--- config.mk ---
export PLATFORM = sky130hd
export DESIGN_NAME = uart_rx_fifo
export DESIGN_NICKNAME = d
export VERILOG_FILES = /design/src/rtl/uart_pkg.sv /design/src/rtl/uart_fifo_mem.sv /design/src/rtl/uart_rx_fifo.sv
export SDC_FILE = /design/constraint.sdc
export NUM_CORES = 1
export LEC_CHECK = 0
export BUFFER_PORTS_ARGS = -buffer_cell sky130_fd_sc_hd__buf_2
export CAP_MARGIN = 20
export CORE_ASPECT_RATIO = 0.8
export CORE_MARGIN = 1
export CORE_UTILIZATION = 50
export DETAILED_ROUTE_END_ITERATION = 12
export MAX_ROUTING_LAYER = met4
export PLACE_DENSITY = 0.72
export SLEW_MARGIN = 0
export SYNTH_ARGS = -nofsm -noshare
export SYNTH_HDL_FRONTEND = slang
export SYNTH_SLANG_ARGS = --single-unit
--- constraint.sdc ---
create_clock -name clk -period 3.7 [get_ports clk]
set_input_delay 0.555 -clock clk [delete_from_list [all_inputs] [get_ports clk]]
set_output_delay 0.555 -clock clk [all_outputs]
set_load 0.01 [all_outputs]
--- src/rtl/uart_pkg.sv ---
//------------------------------------------------------------------------------
// Module   : uart_pkg
// Brief    : Shared UART constants and a saturating-increment helper.
// Revision : 1.0 - initial release
//------------------------------------------------------------------------------
`default_nettype none

package uart_pkg;

    localparam int UART_DATA_W       = 8;
    // 50 MHz system clock at 9600 baud
    localparam int UART_CLKS_PER_BIT = 5208;
    localparam int DROP_CNT_W        = 8;

    function automatic logic [DROP_CNT_W-1:0] sat_inc(input logic [DROP_CNT_W-1:0] v);
        return (&v) ? v : v + 1'b1;
    endfunction

endpackage

`default_nettype wire

--- src/rtl/uart_fifo_mem.sv ---
//------------------------------------------------------------------------------
// Module   : uart_fifo_mem
// Brief    : DEPTH x DATA_W simple dual-port array, registered write and
//            combinational read address.
// Revision : 1.0 - initial release
//------------------------------------------------------------------------------
`default_nettype none

module uart_fifo_mem #(
    parameter int DATA_W = 8,
    parameter int DEPTH  = 16,
    parameter int ADDR_W = $clog2(DEPTH)
) (
    input  logic              clk,
    input  logic              we,
    input  logic [ADDR_W-1:0] waddr,
    input  logic [DATA_W-1:0] wdata,
    input  logic [ADDR_W-1:0] raddr,
    output logic [DATA_W-1:0] rdata
);

    logic [DATA_W-1:0] r_mem [DEPTH];

    always_ff @(posedge clk) begin
        if (we) begin
            r_mem[waddr] <= wdata;
        end
    end

    assign rdata = r_mem[raddr];

endmodule

`default_nettype wire

--- src/rtl/uart_rx_fifo.sv ---
//------------------------------------------------------------------------------
// Module   : uart_rx_fifo
// Brief    : Show-ahead receive FIFO behind uart_rx with valid/ready read side,
//            occupancy flags, sticky overflow and saturating drop counter.
// Revision : 1.0 - initial release
//------------------------------------------------------------------------------
`default_nettype none

module uart_rx_fifo
    import uart_pkg::*;
#(
    parameter int DATA_W = UART_DATA_W,
    parameter int DEPTH  = 16,
    parameter int ADDR_W = $clog2(DEPTH)
) (
    input  logic                  clk,
    input  logic                  rst,
    input  logic                  rx_d,
    input  logic [DATA_W-1:0]     rx_rec,
    output logic                  rd_valid,
    output logic [DATA_W-1:0]     rd_data,
    input  logic                  rd_ready,
    output logic [ADDR_W:0]       count,
    output logic                  full,
    output logic                  empty,
    output logic                  overflow,
    input  logic                  ovf_clr,
    output logic [DROP_CNT_W-1:0] drop_cnt
);

    localparam logic [ADDR_W:0] c_depth = (ADDR_W+1)'(DEPTH);

    logic [ADDR_W-1:0]     r_wr_ptr;
    logic [ADDR_W-1:0]     r_rd_ptr;
    logic [ADDR_W:0]       r_count;
    logic                  r_full;
    logic                  r_empty;
    logic                  r_valid;
    logic                  r_overflow;
    logic [DROP_CNT_W-1:0] r_drop_cnt;

    logic                  w_push;
    logic                  w_pop;
    logic                  w_drop;
    logic [ADDR_W:0]       w_count_nxt;
    logic [DATA_W-1:0]     w_mem_rdata;

    // A pop in the same cycle frees the slot, so a strobe while full still lands
    assign w_pop  = r_valid & rd_ready;
    assign w_push = rx_d & (~r_full | w_pop);
    assign w_drop = rx_d & r_full & ~w_pop;

    always_comb begin
        w_count_nxt = r_count;
        case ({w_push, w_pop})
            2'b10:   w_count_nxt = r_count + 1'b1;
            2'b01:   w_count_nxt = r_count - 1'b1;
            default: w_count_nxt = r_count;
        endcase
    end

    always_ff @(posedge clk) begin
        if (rst) begin
            r_wr_ptr <= '0;
            r_rd_ptr <= '0;
            r_count  <= '0;
            r_full   <= 1'b0;
            r_empty  <= 1'b1;
            r_valid  <= 1'b0;
        end else begin
            if (w_push) begin
                r_wr_ptr <= r_wr_ptr + 1'b1;
            end
            if (w_pop) begin
                r_rd_ptr <= r_rd_ptr + 1'b1;
            end
            r_count <= w_count_nxt;
            r_full  <= (w_count_nxt == c_depth);
            r_empty <= (w_count_nxt == '0);
            r_valid <= (w_count_nxt != '0);
        end
    end

    // A drop in the same cycle as a clear restarts the count at one
    always_ff @(posedge clk) begin
        if (rst) begin
            r_overflow <= 1'b0;
            r_drop_cnt <= '0;
        end else if (w_drop) begin
            r_overflow <= 1'b1;
            r_drop_cnt <= ovf_clr ? DROP_CNT_W'(1) : sat_inc(r_drop_cnt);
        end else if (ovf_clr) begin
            r_overflow <= 1'b0;
            r_drop_cnt <= '0;
        end
    end

    uart_fifo_mem #(
        .DATA_W (DATA_W),
        .DEPTH  (DEPTH),
        .ADDR_W (ADDR_W)
    ) u_mem (
        .clk    (clk),
        .we     (w_push),
        .waddr  (r_wr_ptr),
        .wdata  (rx_rec),
        .raddr  (r_rd_ptr),
        .rdata  (w_mem_rdata)
    );

    assign rd_valid = r_valid;
    assign rd_data  = r_valid ? w_mem_rdata : '0;
    assign count    = r_count;
    assign full     = r_full;
    assign empty    = r_empty;
    assign overflow = r_overflow;
    assign drop_cnt = r_drop_cnt;

endmodule

`default_nettype wire

==> results.md <==
* Postcts setup bufs at 0
* Clk slew on worst S/H paths at 0.06 ns
* Avg Cell Area, Syn at 17.8 um2
* Area Growth Syn to Fin at 15.0%
* Arrival time worst endpoint at 3.42 ns
* Critical Path Stages at 12
* # IOs at 38
* Post-synth cell types at 44
* Worst EP required at 4.02 ns
* Largest net degree at the start of global routing at 33
* Status: complete, no violations
* Bufs and invs on worst path at 2
* # fillers at 940
* Worst-Margin Slew at 1.04 ns
* Area of the die at 0.0133 mm2
* Mapped cell area at 0.00640 mm2
* Dpl cell area at 0.00680 mm2
* Critical path class: reg2reg
* GRT overflow at 0
* Cell area after layout at 0.00736 mm2
* F_max at 323 MHz
* CP cell instances: nand2_1 -> a21boi_1 -> buf_4 -> inv_1 -> ha_1 -> xor2_1 -> ha_1 -> a21oi_1 -> xnor2_1 -> nor2_1 -> mux2i_1 -> nor4bb_1
* FF+latch count, synth at 157
* GRT Util Overall at 0.210
* Worst Reg2Reg Path Length in Cells at 12
* Routed wire length at 12.3 mm
* Initial core utilization at 0.519
* Minimum clock period at 3.10 ns
* Final Hold Viols at 0
* Worst skew pair latency at 0.41 ns
* Fin. max-slew vios at 0
* CTS max path bufs at 2
* Gate count of the mapped netlist at 360
* Worst R2R Setup Slack at 0.60 ns
* Final #Nets at 435
* Via-to-Cell Ratio at 5.67
* Row Count at 36
* Port Buf Inserts at 37
* CP endpoint: full
* Per-cell routed wire length at 20.7 um
* Antenna-violating nets left at 0
* Setup_tns at 0 ns
* Crit path max-delay cell type: dfxtp_1
* Die H at 103 um
* Tcrit/Tclk final at 0.837
* P_leak at 2.50 nW
* Initial antenna violation count at 0
* # diodes at 0
* Final Power at 0.00412 W
* Final setup fails at 0
* Cell family with most CP delay: simple AND/OR/NAND/NOR gates
* CP startpoint: rd_valid
* CP Max Fanout at 10
* Post-CTS sizing at 0
* CTS Hold Bufs at 0
* Hold Crit Start: overflow
* Post-DP HPWL at 7.64 mm
* Register area share after synthesis at 0.691
* Crit path top cell by count: ha_1
* RSZ-0062 raised after global routing: no
* Worst reg2reg path endpoint: full
* Hold WC Path Type: reg2reg
* Syn Nets at 382
* Root Buffer: clkbuf_16
* Worst slack, placed at 0.604 ns
* Core Box Area at 0.0123 mm2
* Vias in the first global route at 3,235
* CTS Buf Count at 17
* P per Cell Area at 560 mW/mm2
* Final Wtd Congestion at 0.829
* Setup WS post-layout at 0.603 ns
* Layout cell share with drive strength beyond 1 at 0.207
* CP Capture Type: flop
* CP Launch Type: flop
* Sink Count at 157
* Pre-antenna DRT Iters at 5
* Max-cap violations at 0
* Rel. slew slack at 0.306
* H-Tree Depth at 4
* YS warnings at 0
* Worst Skew at 0.00591 ns
* Vias at 3,382
* Die W at 129 um
* RR Startpoint: rd_valid
* Global-route wire length before repair at 18.6 mm
* Peak supply drop at 313 uV
* Crit path largest cell delay at 0.54 ns
* Post-route DRC at 0
* 1st-iter DRT viols at 394
* CTS tree: built
[synthesized netlist by cell type]
library cell  number  area (um2)
mux4_2            16         360
a21boi_1           1        7.51
a21oi_1           10        50.1
a31oi_1            1        6.26
mux4_1            24         631
nand3_1            7        35.0
buf_8              2        30.0
o21ai_0            4        20.0
a21boi_0           1        7.51
or3_1              1        6.26
xnor2_1            9        78.8
or2_2              1        6.26
nor2_1            32         120
nor3b_1            1        7.51
nor3_1             8        40.0
and3b_1            1        8.76
nand2_1           16        60.1
buf_1              5        18.8
nor4b_1            1        8.76
nand2b_1           3        18.8
a211o_1            1        8.76
or2_1              1        6.26
buf_6              1        11.3
ha_1               9         113
nor4_1             1        6.26
xor2_1             6        52.6
nor2b_1            2        12.5
o21a_1             1        7.51
clkbuf_1           5        18.8
mux2i_1            3        30.0
nand4_1            2        12.5
edfxtp_1         128        3840
dfxtp_1           29         581
o221ai_1           1        8.76
buf_12             1        20.0
nor4bb_1           1        10.0
and3_1             1        6.26
o2111ai_1          1        8.76
a31o_1             1        8.76
a211oi_1           2        15.0
and2_1             8        50.1
nand3b_1           2        15.0
o22ai_1            1        6.26
inv_1              8        30.0
[sequential cells by signal (all words and copies together), names as in the netlist, named ones only]
| name | cells |
|---|---|
| empty | 1 |
| full | 1 |
| u_mem.r_mem | 128 |
| r_wr_ptr | 4 |
| rd_valid | 1 |
| count | 5 |
| drop_cnt | 8 |
| overflow | 1 |
| r_rd_ptr | 4 |
[per-stage QoR]
step | cells | hold WS, ns | utilization
6_report | 596 | 0.462 | 0.597
5_1_grt | 596 | 0.492 | 0.597
4_1_cts | 596 | 0.454 | 0.597
3_5_place_dp | 565 | 0.457 | 0.551
3_3_place_gp | 565 | 0.453 | 0.551
2_1_floorplan | 360 | 0.468 | -
[worst min-delay path by stage]
stage	end	cells past startpoint
after floorplan	flop	2
after global placement	overflow	2
after detailed placement	overflow	2
after CTS	drop_cnt[0]	3
after global routing	overflow	2
final	overflow	2
[worst register-to-register path, cell delays in order, from the launching register on]
cell and delay (ns):
dfxtp_1 0.54, nand2_1 0.22, a21boi_1 0.21, buf_4 0.19, inv_1 0.07, ha_1 0.26
xor2_1 0.19, ha_1 0.22, a21oi_1 0.20, xnor2_1 0.09, nor2_1 0.20, mux2i_1 0.33
nor4bb_1 0.29
[kinds of logic (layout without fill, tap and decap cells)]
group                      count (synthesis)  after routing  share of synthesized area
DFF                                      157            157                      0.691
and+or+nand+nor                           89             89                     0.0672
muxes                                     43             43                      0.159
AOI/OAI and AO/OA                         25             25                     0.0242
buffers and inverters                     22             87                     0.0201
xor gates and xnor gates                  15             15                     0.0205
adders and majority gates                  9              9                     0.0176
[area by class of cell]
cell class | count | area, um2 | area share
Clock inverter | 11 | 125 | 0.0170
Clock buffer | 20 | 437 | 0.0593
Timing Repair Buffer | 48 | 280 | 0.0381
Tap cell | 171 | 214 | 0.0291
Inverter | 8 | 30.0 | 0.00408
Sequential cell | 157 | 4430 | 0.601
Multi-Input combinational cell | 181 | 1850 | 0.251
[cell usage in the layout (no fill, tap or decap), types with 4 or more instances in the layout]
master and instances:
xnor2_1 9, a21oi_1 10, buf_4 10, clkbuf_16 17, and2_1 8, clkinv_1 6
edfxtp_1 128, dfxtp_1 28, nor3_1 8, inv_1 8, ha_1 9, nand3_1 7
buf_2 37, mux4_1 24, mux4_2 16, xor2_1 6, nand2_1 16, o21ai_0 4
nor2_1 32
[power by group]
group          switching, W  internal [W]
Clock              0.000628       0.00104
Combinational      0.000232      0.000220
Sequential        0.0000468       0.00196
Total              0.000906       0.00322
[per-layer routing]
| layer | vias up | wire, um | track usage |
|---|---|---|---|
| li1 | 1542 | - | - |
| met4 | 0 | 129 | 0.0805 |
| met5 | - | 0 | - |
| met3 | 10 | 775 | 0.0535 |
| met1 | 1721 | 5790 | 0.298 |
| met2 | 109 | 5640 | 0.295 |
No activity file was read; power rests on OpenSTA's default activity.
